### config.mk
export PLATFORM = sky130hd
export DESIGN_NAME = sha_job_scheduler
export DESIGN_NICKNAME = d
export VERILOG_FILES = /design/src/rtl/sha_job_scheduler.sv
export SDC_FILE = /design/constraint.sdc
export NUM_CORES = 1
export LEC_CHECK = 0
export CORE_MARGIN = 10
export CORE_UTILIZATION = 50
export CTS_CLUSTER_DIAMETER = 60
export DETAILED_ROUTE_END_ITERATION = 10
export PLACE_DENSITY = 0.87
export REMOVE_ABC_BUFFERS = 1
export SYNTH_ARGS = -nofsm -noshare
export SYNTH_HDL_FRONTEND = slang
export SYNTH_SLANG_ARGS = --single-unit
### constraint.sdc
create_clock -name clk -period 9.38 [get_ports clk]
set_clock_uncertainty 0.1 [all_clocks]
set_input_delay 1.876 -clock clk [delete_from_list [all_inputs] [get_ports clk]]
set_output_delay 1.876 -clock clk [all_outputs]
set_load 0.005 [all_outputs]
### src/rtl/sha_job_scheduler.sv
// sha_job_scheduler: hands nonces 0..NUM_NONCES-1 to a pool of SHA-256 cores
// and writes each returned hash word to output_addr + nonce through one shared
// memory write port, arbitrated round-robin.
// Optional build macro SCHED_PERF_EN adds perf_cycles / perf_stall counters.
module sha_job_scheduler #(
  parameter int NUM_CORES  = 4,
  parameter int NUM_NONCES = 16
) (
  input  logic                     clk,
  input  logic                     reset_n,
  input  logic                     start,
  input  logic [15:0]              message_addr,
  input  logic [15:0]              output_addr,
  output logic                     done,
  output logic                     mem_clk,
  output logic                     mem_we,
  output logic [15:0]              mem_addr,
  output logic [31:0]              mem_write_data,
  output logic [15:0]              core_msg_addr,
  output logic [NUM_CORES-1:0]     core_start,
  output logic [31:0]              core_nonce,
  input  logic [NUM_CORES-1:0]     core_result_valid,
  input  logic [32*NUM_CORES-1:0]  core_result,
  output logic [NUM_CORES-1:0]     core_result_ack
`ifdef SCHED_PERF_EN
  ,
  output logic [31:0]              perf_cycles,
  output logic [31:0]              perf_stall
`endif
);

  localparam int unsigned NC = NUM_CORES;
  localparam int unsigned IW = (NUM_CORES > 1) ? $clog2(NUM_CORES) : 1;
  localparam logic [16:0] NN = 17'(NUM_NONCES);

  typedef enum logic [1:0] {IDLE, RUN, FIN} state_t;
  typedef enum logic {FREE, BUSY} core_state_t;

  state_t        state;
  core_state_t   core_st      [NUM_CORES];
  logic [31:0]   core_nonce_q [NUM_CORES];
  logic [31:0]   res_word     [NUM_CORES];
  logic [15:0]   out_base;
  logic [16:0]   next_nonce;
  logic [16:0]   written;
  logic [IW-1:0] rr_ptr;
  logic [IW-1:0] disp_idx;
  logic [IW-1:0] win_idx;
  logic [IW-1:0] cand_idx;
  logic          disp_hit;
  logic          win_hit;
  logic          any_free;
  logic          in_run;
  logic          more_nonces;

  assign mem_clk     = clk;
  assign done        = (state == FIN);
  assign in_run      = (state == RUN);
  assign more_nonces = (next_nonce < NN);

  for (genvar g = 0; g < NUM_CORES; g++) begin : g_unpack
    assign res_word[g] = core_result[32*g +: 32];
  end

  // Dispatch: start the lowest-index FREE core with the next nonce
  always_comb begin
    disp_hit   = 1'b0;
    disp_idx   = '0;
    any_free   = 1'b0;
    core_start = '0;
    core_nonce = '0;
    for (int unsigned i = 0; i < NC; i++) begin
      if (core_st[i] == FREE) begin
        if (!any_free) disp_idx = IW'(i);
        any_free = 1'b1;
      end
    end
    if (in_run && more_nonces && any_free) begin
      disp_hit             = 1'b1;
      core_start[disp_idx] = 1'b1;
      core_nonce           = {15'b0, next_nonce};
    end
  end

  // Round-robin pick among BUSY cores holding a result, starting after rr_ptr
  always_comb begin
    win_hit  = 1'b0;
    win_idx  = '0;
    cand_idx = '0;
    if (in_run) begin
      for (int unsigned off = 1; off <= NC; off++) begin
        cand_idx = IW'((32'(rr_ptr) + off) % NC);
        if (!win_hit && core_st[cand_idx] == BUSY && core_result_valid[cand_idx]) begin
          win_hit = 1'b1;
          win_idx = cand_idx;
        end
      end
    end
  end

  // Write port and acknowledge for the arbitration winner, zero otherwise
  always_comb begin
    mem_we          = win_hit;
    mem_addr        = '0;
    mem_write_data  = '0;
    core_result_ack = '0;
    if (win_hit) begin
      mem_addr                 = out_base + core_nonce_q[win_idx][15:0];
      mem_write_data           = res_word[win_idx];
      core_result_ack[win_idx] = 1'b1;
    end
  end

  // Job FSM plus per-core FREE/BUSY tracking and nonce/write counters
  always_ff @(posedge clk or negedge reset_n) begin
    if (!reset_n) begin
      state         <= IDLE;
      out_base      <= '0;
      core_msg_addr <= '0;
      next_nonce    <= '0;
      written       <= '0;
      rr_ptr        <= IW'(NC - 1);
      for (int unsigned i = 0; i < NC; i++) begin
        core_st[i]      <= FREE;
        core_nonce_q[i] <= '0;
      end
    end else begin
      case (state)
        IDLE: begin
          if (start) begin
            core_msg_addr <= message_addr;
            out_base      <= output_addr;
            next_nonce    <= '0;
            written       <= '0;
            state         <= RUN;
          end
        end
        RUN: begin
          // A dispatch targets a FREE core and a write a BUSY one, so both
          // updates can land on the same edge without colliding.
          if (disp_hit) begin
            core_st[disp_idx]      <= BUSY;
            core_nonce_q[disp_idx] <= core_nonce;
            next_nonce             <= next_nonce + 17'd1;
          end
          if (win_hit) begin
            core_st[win_idx] <= FREE;
            rr_ptr           <= win_idx;
            written          <= written + 17'd1;
          end
          if (written + 17'(win_hit) == NN) state <= FIN;
        end
        default: state <= IDLE;
      endcase
    end
  end

`ifdef SCHED_PERF_EN
  // Saturating RUN-cycle and dispatch-stall counters, cleared on job start
  always_ff @(posedge clk or negedge reset_n) begin
    if (!reset_n) begin
      perf_cycles <= '0;
      perf_stall  <= '0;
    end else if (state == IDLE && start) begin
      perf_cycles <= '0;
      perf_stall  <= '0;
    end else if (in_run) begin
      if (perf_cycles != '1) perf_cycles <= perf_cycles + 32'd1;
      if (more_nonces && !any_free && perf_stall != '1) perf_stall <= perf_stall + 32'd1;
    end
  end
`endif

endmodule

Word level (Yosys, flattened, before mapping)

Index checks and enable logic that the tools add are counted.

RAM bits: 0
Register bits: 202
Input bits: 167
Latch bits: 0
Memories kept: 0
Memory bits (read-only): 0

Bitwise logic cells: 9
Reductions and logical operators: 24
Divide/modulo/power cells: 0
Add/subtract/negate cells: 8
Order comparisons: 17
Mux-type cells: 77
Equal/unequal tests: 7
Shifts and indexed selects: 0
Multiply operators: 0

Operator list:

| operator                | number |
|---|---|
| $bmux W32 S2            | 2 |
| $bwmux W128             | 1 |
| $mux W32                | 4 |
| $mux W17                | 4 |
| $pmux W17 S2            | 2 |
| $demux W32 S2           | 1 |
| $mux W16                | 3 |
| $add A17 B1 Y17 const B | 2 |
| $mux W1                 | 31 |
| $mux W2                 | 11 |
| $mux W4                 | 5 |
| $ge A3 B3 Y1 const B    | 6 |
| $lt A2 B3 Y1 const B    | 6 |
| $not A2 Y3              | 6 |
| $add A17 B1 Y17         | 1 |
| $eq A17 B5 Y1 const B   | 1 |
| $lt A17 B5 Y1 const B   | 1 |
| $add A16 B16 Y16        | 1 |
| $bmux W1 S2             | 8 |
| $logic_and A1 B1 Y1     | 13 |
| $demux W1 S2            | 4 |
| $reduce_and A2 Y1       | 4 |
| $lt A3 B1 Y1 const B    | 2 |
| $ne A2 B2 Y1 const B    | 3 |
| 14 further kinds        | 20 |

Logic depth before layout (Yosys ltp)

Depth after elaboration: 31
Mapped depth: 19
Mapped depth without buffers: 16

==> results.json <==
{
  "leakage_nw": 4.98,
  "yosys-top-cells-area": "dfrtp_1 (42%), nand2_1 (8.7%), mux4_2 (8.6%), and2_1 (4.1%), ha_1 (3.4%)",
  "crit_top_cell": "clkdlybuf4s50_1",
  "routabilityCongestion": 0.889,
  "fill_cells": 1147,
  "crit_fanout": 25,
  "dpl.hpwl_mm": 19.9,
  "yosys.area.top_type": "dfrtp_1",
  "cp-start-kind": "input pin",
  "cts_tree": "done",
  "vias_per_cell": 5.44,
  "arrival_ps": 6400,
  "antenna_found_initial": 1,
  "dr.pass1.iters": 5,
  "clkLatencyLatePin_ps": 540,
  "drt.antenna.violating_nets": 0,
  "p_switching_mw": 1.46,
  "wl_met1_mm": 10.1,
  "drive_above_1_share_pct": 10.0,
  "power_density_nw_per_um2": 341,
  "fin_ws_ps": 1010,
  "ys_ff_latch": 138,
  "synth_edf_count": 0,
  "syn_area_per_cell_um2": 9.54,
  "grt_setup_unrepaired": "no",
  "synth_most_common_cell": "nand2_1",
  "die_x_um": 147,
  "max_freq_mhz": 119,
  "crit_family": "compound AO/OA/AOI/OAI gates",
  "max-slew-margin-rel_pct": 41.4,
  "area_growth_pct": 38.6,
  "synthArstFlopShare_pct": 100,
  "seqPwrFrac_pct": 22.5,
  "fin_util_pct": 70.5,
  "pre_cts_slack_ps": 1200,
  "dieHeight_um": 147,
  "max_stage_delay_ps": 530,
  "io_buffers": 245,
  "grt_overflow_total": 0,
  "finalMaxSlewViolations": 0,
  "worst_r2r_path_depth": 13,
  "period_minus_slack_ps": 8370,
  "track_usage_pct": 23.9,
  "crit_path_top_delay_cell": "clkdlybuf4s50_1",
  "wirelength_mm": 26.3,
  "hold_class": "flop to flop",
  "p_comb_share_pct": 58.5,
  "wl_met3_mm": 1.70,
  "r2r-end": "state[0]$_DFFE_PN0P_",
  "yosys_warnings": 0,
  "p_clk_share_pct": 19.0,
  "num_rows": 46,
  "grt_pass1_vias": 7228,
  "ir_drop_v": 0.000271,
  "worst_r2r_startpoint": "state[1]$_DFFE_PN0P_",
  "worstPathRequired_ps": 7400,
  "pin_count": 274,
  "cap_viol_max_count": 0,
  "multi_input_area_um2": 4250,
  "synth_cell_types": 62,
  "cp_cell_sequence": "clkdlybuf4s50_1 -> a22oi_1 -> o2bb2ai_1 -> or2_2 -> buf_4 -> nand2_1 -> nand3_1 -> and2_1 -> inv_1 -> fa_1 -> nor2b_1 -> o21ai_0 -> a21boi_0 -> o2111ai_1 -> nand4b_1 -> a31oi_1 -> mux2i_1 -> clkdlybuf4s50_1",
  "total_power_mw": 3.82,
  "syn_area_um2": 8080,
  "grt_max_degree": 73,
  "switching_share_pct": 38.2,
  "postCtsSetupBuffers": 0,
  "ys_seq_area_share_pct": 42.8,
  "synth_commonest_cells": "nand2_1 (187), dfrtp_1 (136), nor2_1 (58)",
  "core_area_um2": 15900,
  "grt_pass1_wl_mm": 41.1,
  "status": "completed",
  "end_kind": "output port",
  "dr.first_iter.drc_count": 474,
  "fp.dieArea_um2": 21700,
  "wl_met2_mm": 13.7,
  "path_buf_inv": 4,
  "setup_viol": 0,
  "hold_depth": 2,
  "path_clk_slew_ps": 50,
  "finalSetupTns_ps": 0,
  "vias": 7096,
  "hold_buffers": 0,
  "path_class": "input pin to output port",
  "hold_end": "core_msg_addr[6]$_DFFE_PN0P_",
  "hold_viol": 0,
  "min_from": "core_msg_addr[6]$_DFFE_PN0P_",
  "post-route-period-util_pct": 89.3,
  "whs_ps": 372,
  "synthFlopType": "dfrtp_1",
  "finalNetCount": 1265,
  "synth_top_cell_area_share_pct": 42.1,
  "routed.top_layer": "met4",
  "drcViolationCount": 0,
  "final-seq-area_um2": 3460,
  "r2r_slack_ps": 5540,
  "cell_internal_pwr_mw": 2.36,
  "worstMarginPinSlew_ps": 879,
  "start_util_pct": 50.9,
  "post_drt_wl_per_cell_um": 20.1,
  "postCtsResizedCells": 0,
  "syn_inst": 847
}
## cell families after synthesis
family | share of synthesized area (%)
AOI/OAI and AO/OA | 6.28
xor gates and xnor gates | 3.03
adders and majority gates | 3.65
buffers and inverters | 6.02
DFF | 42.8
muxes | 11.7
other | 0.0464
and+or+nand+nor | 26.5
## worst max path at each step
stage | from | to | slack, ps | depth (start not counted)
5_1_grt | core_result_valid[0] | mem_addr[14] | 760 | 18
3_5_place_dp | core_result_valid[1] | mem_addr[12] | 1200 | 18
3_3_place_gp | core_result_valid[1] | mem_addr[12] | 1290 | 18
6_report | core_result_valid[0] | mem_addr[12] | 1010 | 18
4_1_cts | core_result_valid[1] | mem_addr[12] | 1090 | 18
2_1_floorplan | core_result_valid[2] | mem_addr[12] | 1440 | 15
## worst register-to-register path: stages (launching register included)
cell	delay, ps
dfrtp_1	410
nand2b_1	280
a31o_2	450
inv_1	120
buf_4	370
ha_1	320
ha_1	200
inv_1	60
nor4_1	300
mux2_2	370
nor2_1	80
a21oi_1	40
nor4_1	450
o21ai_0	140
## sequential cells by signal (all words and copies together) (netlist names)
| register | cells |
|---|---|
| core_msg_addr | 16 |
| core_nonce_q | 64 |
| core_st | 4 |
| next_nonce | 17 |
| out_base | 16 |
| rr_ptr | 2 |
| state | 2 |
| written | 17 |
## through the flow
step	cells	area, µm²
2_1_floorplan	799	7750
3_3_place_gp	1269	10500
3_5_place_dp	1269	10500
4_1_cts	1304	11200
5_1_grt	1305	11200
6_report	1305	11200
## power by group through the flow
| stage | Sequential, mW | Combinational (mW) | Clock (mW) |
|---|---|---|---|
| final | 0.860 | 2.23 | 0.724 |
| after global routing | 0.879 | 2.43 | 0.763 |
| after CTS | 0.856 | 2.25 | 0.732 |
| after detailed placement | 0.863 | 2.24 | 0.00898 |
| after global placement | 0.856 | 2.20 | 0.00898 |
| after floorplan | 0.830 | 1.23 | 0 |
## metal layers
metal  global-route usage (%)  vias to the layer above
met4                     9.56                        0
met3                     5.47                       40
li1                         -                     3291
met1                     27.1                     3479
met2                     42.6                      286
met5                        0                        -
## layout make-up
| type | instances | share of cell area, % |
|---|---|---|
| multi-input combinational | 648 | 37.9 |
| sequential | 138 | 30.9 |
| timing repair buffer | 253 | 22.4 |
| clock buffer | 25 | 4.87 |
| tap | 216 | 2.41 |
| clock inverter | 11 | 1.08 |
| inverter | 13 | 0.436 |
| antenna | 1 | 0.0223 |
## cells in the final DEF, fill, tap and decap left out, types with 3 or more instances in the layout
cell / count
and2_1: 52
clkinv_2: 4
dfrtp_1: 136
mux2_2: 17
a31oi_1: 23
clkbuf_16: 20
inv_1: 12
nor2_1: 58
nand2b_1: 5
nor3_1: 11
nand4_1: 5
o21ai_0: 11
nand2_1: 187
xnor2_1: 13
nor4_1: 8
o21a_1: 3
and3_1: 25
a21oi_1: 17
nand3_1: 26
clkdlybuf4s50_1: 244
mux4_2: 31
nor2b_1: 39
mux2i_1: 3
xor2_1: 15
buf_4: 10
ha_1: 22
clkinv_4: 3
conb_1: 28
o31a_1: 3
Power figures use the tool's default switching activity.
